--- src/rtl/demultiplexer_1_to_p_stream.sv ---
// 1-to-P streaming demultiplexer.
// Each of the P = 2^N output channels has a one-word holding register and a
// full flag with valid/ready handshaking. The destination comes from the
// command b, or from a round-robin pointer when mode=1. A full channel whose
// consumer takes its word in the same cycle can accept a new word at once.
`timescale 1ns/1ps
module demultiplexer_1_to_p_stream #(
    parameter int W = 8,
    parameter int N = 2
) (
    input  logic                  clock,
    input  logic                  reset,
    input  logic [W-1:0]          x,
    input  logic [N-1:0]          b,
    input  logic                  mode,
    input  logic                  in_valid,
    output logic                  in_ready,
    output logic [(2**N)*W-1:0]   z,
    output logic [(2**N)-1:0]     out_valid,
    input  logic [(2**N)-1:0]     out_ready,
    output logic [N-1:0]          sel
);

    localparam int P = 2**N;

    logic [N-1:0] rr_reg;
    logic [N-1:0] dest;
    logic         in_xfer;

    // The destination follows the mode input in the same cycle. rr keeps
    // its value while mode=0.
    assign dest     = mode ? rr_reg : b;
    assign sel      = dest;
    // Accept if the target is empty, or if it is emptied on this same edge.
    // Only the target channel is considered, so a stalled channel elsewhere
    // does not block other channels.
    assign in_ready = ~out_valid[dest] | out_ready[dest];
    assign in_xfer  = in_valid & in_ready;

    // Round-robin pointer: advances once per accepted word in mode=1 and
    // wraps naturally because P is a power of two. It never skips a stalled
    // channel.
    always_ff @(posedge clock or posedge reset) begin
        if (reset) begin
            rr_reg <= '0;
        end else if (in_xfer && mode) begin
            rr_reg <= rr_reg + N'(1);
        end
    end

    genvar gi;
    generate
        for (gi = 0; gi < P; gi++) begin : g_chan
            localparam logic [N-1:0] CH = N'(gi);
            logic [W-1:0] data_reg;
            logic         full_reg;
            logic         load;

            assign load = in_xfer && (dest == CH);

            // Holding register and full flag. A load takes priority over a
            // drain on the same edge, so the new word replaces the old one
            // and the flag stays set.
            always_ff @(posedge clock or posedge reset) begin
                if (reset) begin
                    data_reg <= '0;
                    full_reg <= 1'b0;
                end else if (load) begin
                    data_reg <= x;
                    full_reg <= 1'b1;
                end else if (full_reg && out_ready[gi]) begin
                    full_reg <= 1'b0;
                end
            end

            assign out_valid[gi]     = full_reg;
            // An empty channel drives zeros, as a combinational demux would.
            assign z[gi*W +: W]      = full_reg ? data_reg : '0;
        end
    endgenerate

endmodule

--- config.mk ---
export PLATFORM = sky130hd
export DESIGN_NAME = demultiplexer_1_to_p_stream
export DESIGN_NICKNAME = d
export VERILOG_FILES = /design/src/rtl/demultiplexer_1_to_p_stream.sv
export SDC_FILE = /design/constraint.sdc
export NUM_CORES = 1
export LEC_CHECK = 0
export ABC_CLOCK_PERIOD_IN_PS = 4000
export CAP_MARGIN = 20
export CORE_MARGIN = 10
export CORE_UTILIZATION = 30
export CTS_BUF_LIST = sky130_fd_sc_hd__clkbuf_16
export DETAILED_ROUTE_END_ITERATION = 8
export PLACE_DENSITY = 0.54
export SLEW_MARGIN = 20
export SYNTH_ARGS = -nofsm -noshare
export SYNTH_HDL_FRONTEND = slang
export SYNTH_SLANG_ARGS = --single-unit
export TNS_END_PERCENT = 100
--- constraint.sdc ---
create_clock -name clock -period 4 [get_ports clock]
set_clock_uncertainty 0.2 [all_clocks]
set_input_delay 1.2 -clock clock [delete_from_list [all_inputs] [get_ports clock]]
set_output_delay 1.2 -clock clock [all_outputs]
set_load 0.03 [all_outputs]
==> impl_metrics.csv, run 1 <==
group,metric,value,unit
status,outcome,"finished, final reports clean",
drt,firstDrtPassIters,4,
synth,synth_area_leaders,"dfrtp_1, mux2_2, and2_1",
clock_tree,cts_tree,"done",
floorplanning,die-area,0.00951,mm²
setup_path,crit_required,2600,ps
hold_path,hp-class,"reg2reg",
finish,largest_register_ffs,32,
floorplanning,die_w,97.5,µm
synth,ys_warn_count,0,
drt,wl,4890,µm
global_route,grt_max_degree,39,
clock_tree,cts_buffer_depth,2,
power_and_ir_drop,intPower,1.17,mW
synth,synth.distinct_cells,21,
place,dpl_cell_area,0.00248,mm²
place,gp_congestion,0.781,
global_route,overflow,0,
setup_path,crit_path_end_kind,"output port",
hold_path,min_path_cells,1,
sta,relSlewSlack,0.676,
finish,drive_above_1_share,0.278,
drt,vias_per_cell,4.55,
global_route,grt_pass1_wl,8150,µm
sta,setup_tns,0,ps
sta,final_hold_viol_count,0,
power_and_ir_drop,power.density,679,mW/mm²
drt,vias,1274,
sta,min_period,3930,ps
synth,syn_nets,155,
sta,tightest_slew,486,ps
synth,synth_top_area_frac,0.528,
sta,timing.hold.ws,296,ps
finish,fin_area,0.00264,mm²
power_and_ir_drop,total_leakage_power,1.12,nW
place,pre_cts_ws,-178,ps
setup_path,worstPathMaxFanout,2,
synth,avgSynthCellArea,13.2,µm²
sta,final.setup.worst_slack,72.5,ps
floorplanning,ios,57,
drt,drc,0,
drt,ant_nets,0,
clock_tree,cts.sinks,38,
place,dp_hpwl,3700,µm
floorplanning,die_y,97.5,µm
finish,fin_cells,280,
setup_path,reg2reg_depth,6,
global_route,antenna_found_initial,0,
finish,final_nets,222,
power_and_ir_drop,p_total,1.79,mW
drt,post_drt_wl_per_cell,17.5,µm
finish,num_antenna_cells,0,
floorplanning,rows,28,
synth,ys_ff_latch,38,
synth,postSynthCellCount,137,
global_route,grt_use_total,0.105,
drt,drt_iter0_drc,42,
floorplanning,initial_core_util,0.306,
synth,synth_area,0.00180,mm²
sta,rsz0062_at_grt,"no",
finish,fin_util,0.448,
setup_path,arrival,2530,ps
sta,setup_viol,0,
power_and_ir_drop,p_seq_frac,0.379,
power_and_ir_drop,netSwitchingPower,620,µW
flow_run,cap_viol_max_count,0,
clock_tree,clk_latency,280,ps
floorplanning,coreArea,0.00589,mm²
clock_tree,cts-root-buf,"clkbuf_16",
finish,areaGrowthSynthToFinish,46.3,%
clock_tree,cts_buffers,5,
sta,fin_crit_sh,0.982,
clock_tree,cts_max_level,2,
power_and_ir_drop,switching_share,0.346,
place,portBuffers,56,
synth,yosysSeqAreaShare,0.528,
power_and_ir_drop,ir_drop,296,µV
setup_path,critPathKind,"in2out",
setup_path,worst_setup_path_start_kind,"primary input",
synth,async_reset_ff_frac,1.00,
sta,max_freq,0.255,GHz
global_route,grt_pass1_vias,1476,
synth,synth_enable_flop_cells,0,
power_and_ir_drop,p_clk_frac,0.205,
power_and_ir_drop,pwr-share-comb,0.416,
synth,yosys.area.top_type,"dfrtp_1",
place,placed_cells,271,
sta,finalMaxSlewViolations,0,
synth,ys_dominant_reg_cell,"dfrtp_1",
clock_tree,cts.clk_slew.worst_paths,50,ps
## cell usage after synthesis, types with 2 or more instances
master     n
and2_1    32
buf_4      5
dfrtp_1   38
mux2_2    31
mux2i_1    3
mux2i_2    2
nand2_1    5
nand2b_1   3
nand4_4    4
o21ai_0    3
## logic make-up after synthesis
group / synth area share
AO/OA/AOI/OAI: 0.0153
multiplexers: 0.234
flip-flops: 0.528
buffers and inverters: 0.0285
AND/OR/NAND/NOR: 0.194
## worst max-delay path: stages
cell             delay, ps
clkdlybuf4s50_1        490
mux2i_2                100
inv_2                   70
clkdlybuf4s50_1        670
## placed cells by master (no fill, tap or decap), drive strengths merged
master and n:
inv 4, clkdlybuf4s15 1, nand3 1, nand2 5, o21ai 3, clkinv 2
buf 10, nor2 1, mux2 32, clkdlybuf4s50 53, dfrtp 38, nand4 4
or2b 1, nor3 1, nand2b 3, nor2b 1, and2 32, dlymetal6s2s 1
mux2i 5, o31ai 1, clkbuf 5, a21oi 1
## metal layers
metal  vias to the layer above  share of wire  GRT usage
met5                         -              0          0
met4                         0          0.012     0.0268
met3                         6          0.091     0.0548
met2                        38           0.48      0.173
met1                       633           0.41      0.115
li1                        597              -          -
## repair_timing
item / in CTS / in global routing
gates resized for setup: 1 / 4
hold buffers: 0 / 0
buffers inserted: 1 / 0
setup endpoints to repair: 3 / 1
cloned: 0 / 0
## final cells by class
cell class                      count  area (µm²)
Clock buffer                        5         125
Clock inverter                      3        12.5
Fill cell                         569        3250
Inverter                            3        13.8
Multi-Input combinational cell     91         812
Sequential cell                    38         951
Tap cell                           75        93.8
Timing Repair Buffer               65         628
## worst paths after layout
path,start,endpoint,slack (ps)
worst max-delay path,b[0],sel[0],70
worst max register to register,rr_reg[1],g_chan[3].data_reg[4],2150
worst min-delay path,g_chan[1].data_reg[3],g_chan[1].data_reg[3],300
worst min register to register,g_chan[1].data_reg[3],g_chan[1].data_reg[3],300
max in group asynchronous,reset,g_chan[0].data_reg[3],2120
min in group asynchronous,reset,g_chan[2].data_reg[7],1140
## power groups by stage
| stage | registers, mW | logic (mW) | clock network [mW] |
|---|---|---|---|
| finish | 0.678 | 0.744 | 0.367 |
| global placement | 0.673 | 0.733 | 0 |
| global route | 0.706 | 0.798 | 0.395 |
| detailed placement | 0.687 | 0.745 | 0 |
| floorplan | 0.636 | 0.494 | 0 |
| CTS | 0.681 | 0.753 | 0.381 |
No activity file was read; power rests on OpenSTA's default activity.
==> run 2: changes to the inputs <==
Settings changed: CORE_ASPECT_RATIO set to 2, CTS_BUF_LIST sky130_fd_sc_hd__clkbuf_16 to sky130_fd_sc_hd__clkbuf_8 sky130_fd_sc_hd__clkbuf_16, REMOVE_ABC_BUFFERS set to 1.
==> run 2 against run 1 <==
Compared with the run above:
- combinational power up 0.9%
- total power up 0.46%
- critical endpoint is now sel[1]
- highest routed layer unchanged
- flip-flop and latch count unchanged
- clock-buffer cell count up 1
- critical path type unchanged
- largest power group unchanged
==> impl_metrics.csv, run 2 (synthesis results as in run 1) <==
group,metric,value,unit
drt,vias,1277,
power_and_ir_drop,power.density,687,mW/mm²
global_route,grt_pass1_wl,7470,µm
floorplanning,die_y,130,µm
finish,final_common_cell,"clkdlybuf4s50_1",
clock_tree,cts_buffers,5,
sta,fin_crit_sh,0.985,
global_route,overflow,0,
sta,tightest_slew,479,ps
finish,largest_register_ffs,32,
place,gp_congestion,0.740,
finish,fin_cells,264,
clock_tree,cts_tree,"done",
sta,finalMaxSlewViolations,0,
finish,fillers,562,
place,portBuffers,56,
power_and_ir_drop,total_leakage_power,1.11,nW
setup_path,worst_setup_path_start_kind,"primary input",
status,outcome,"finished, final reports clean",
clock_tree,hold_buffers,0,
clock_tree,cts.clk_slew.worst_paths,50,ps
place,pre_cts_ws,-180,ps
clock_tree,cts_buffer_depth,2,
setup_path,arrival,2540,ps
global_route,grt_use_total,0.102,
floorplanning,rows,39,
hold_path,hp-class,"reg2reg",
finish,num_antenna_cells,0,
global_route,grt_max_degree,39,
setup_path,worstPathMaxFanout,2,
floorplanning,die-area,0.00969,mm²
setup_path,crit_chain,"clkdlybuf4s50_1 -> mux2i_4 -> inv_4 -> clkdlybuf4s50_1",
drt,firstDrtPassIters,4,
floorplanning,ios,57,
power_and_ir_drop,ir_drop,281,µV
drt,drc,0,
power_and_ir_drop,netSwitchingPower,608,µW
finish,drive_above_1_share,0.291,
drt,vias_per_cell,4.84,
floorplanning,die_w,74.8,µm
setup_path,slowest_stage,"clkdlybuf4s50_1",
sta,rsz0062_at_grt,"no",
setup_path,critPathKind,"in2out",
setup_path,crit_required,2600,ps
finish,fin_util,0.454,
setup_path,worst_path_largest_cell_delay,670,ps
sta,min_period,3940,ps
clock_tree,cts.sinks,38,
floorplanning,initial_core_util,0.313,
sta,final_hold_viol_count,0,
finish,final_cell_mix,"clkdlybuf4s50_1, dfrtp_1, and2_1, mux2_2, buf_4",
sta,setup_viol,0,
clock_tree,cts-root-buf,"clkbuf_16",
finish,areaGrowthSynthToFinish,45.2,%
global_route,antenna_found_initial,0,
clock_tree,cts_max_level,2,
sta,final.setup.worst_slack,61.3,ps
sta,relSlewSlack,0.681,
power_and_ir_drop,p_total,1.80,mW
floorplanning,coreArea,0.00576,mm²
power_and_ir_drop,switching_share,0.338,
drt,post_drt_wl_per_cell,18.5,µm
place,dp_hpwl,3720,µm
sta,max_freq,0.254,GHz
power_and_ir_drop,p_clk_frac,0.208,
setup_path,worst_path_most_repeated_cell,"clkdlybuf4s50_1",
setup_path,crit_path_end_kind,"output port",
flow_run,cap_viol_max_count,0,
power_and_ir_drop,pwr-share-comb,0.418,
drt,ant_nets,0,
global_route,grt_pass1_vias,1391,
power_and_ir_drop,intPower,1.19,mW
finish,final_nets,222,
drt,drt_iter0_drc,36,
drt,wl,4880,µm
sta,setup_tns,0,ps
clock_tree,clk_latency,270,ps
power_and_ir_drop,p_seq_frac,0.375,
place,placed_cells,256,
-- run 2: cell types whose count changed in the layout (fill, tap and decap cells not counted) --
cell             change
clkbuf_2             +1
mux2i_1              -1
clkinv_2             -1
clkbuf_8             +1
inv_1                -1
mux2i_2              +1
dlymetal6s2s_1       -1
clkinv_1             -1
clkdlybuf4s15_1      -1
clkdlybuf4s50_1      +1
-- run 2: power groups by stage --
stage	clock, mW	sequential (mW)	combinational (mW)
after floorplan	0	0.657	0.457
after global placement	0	0.671	0.733
after detailed placement	0	0.680	0.746
after CTS	0.388	0.674	0.753
after global routing	0.398	0.699	0.800
final	0.374	0.673	0.751
-- run 2: layout make-up --
class | count | area, µm² | area share
Multi-Input combinational cell | 91 | 816 | 0.312
Sequential cell | 38 | 951 | 0.363
Timing Repair Buffer | 65 | 621 | 0.237
Tap cell | 61 | 76.3 | 0.0292
Clock buffer | 6 | 139 | 0.0531
Inverter | 3 | 13.8 | 0.00526
-- run 2: what timing repair did --
action                                  in CTS  in global routing
endpoints found under the setup margin       3                  1
gates resized for setup                      1                  5
buffers inserted                             1                  1
-- run 2: critical path: cells and delay by family --
| kind | cells | cell delay, ps |
|---|---|---|
| buffers and inverters | 3 | 1250 |
| muxes | 1 | 90 |
-- run 2: final timing paths --
path	startpoint	endpoint	slack (ps)	depth (start not counted)
hold / removal	g_chan[3].data_reg[0]	g_chan[3].data_reg[0]	300	1
hold reg to reg	g_chan[3].data_reg[0]	g_chan[3].data_reg[0]	300	1
max in group asynchronous	reset	g_chan[3].data_reg[7]	2110	3
min in group asynchronous	reset	g_chan[2].data_reg[4]	1150	3
setup reg to reg	rr_reg[1]	g_chan[0].data_reg[0]	2140	6
setup / recovery	b[1]	sel[1]	60	4
-- run 2: per-layer routing --
layer / global-route usage / vias up / share of wire
li1: - / 590 / -
met1: 0.112 / 650 / 0.41
met2: 0.179 / 33 / 0.54
met3: 0.0306 / 4 / 0.046
met4: 0.0370 / 0 / 0.010
met5: 0 / - / 0
-- run 2: through the flow --
step / area (µm²) / hold WS [ps]
finish: 2620 / 297
CTS: 2600 / 300
floorplan: 1760 / 270
detailed placement: 2450 / 288
global route: 2620 / 311
global placement: 2450 / 280
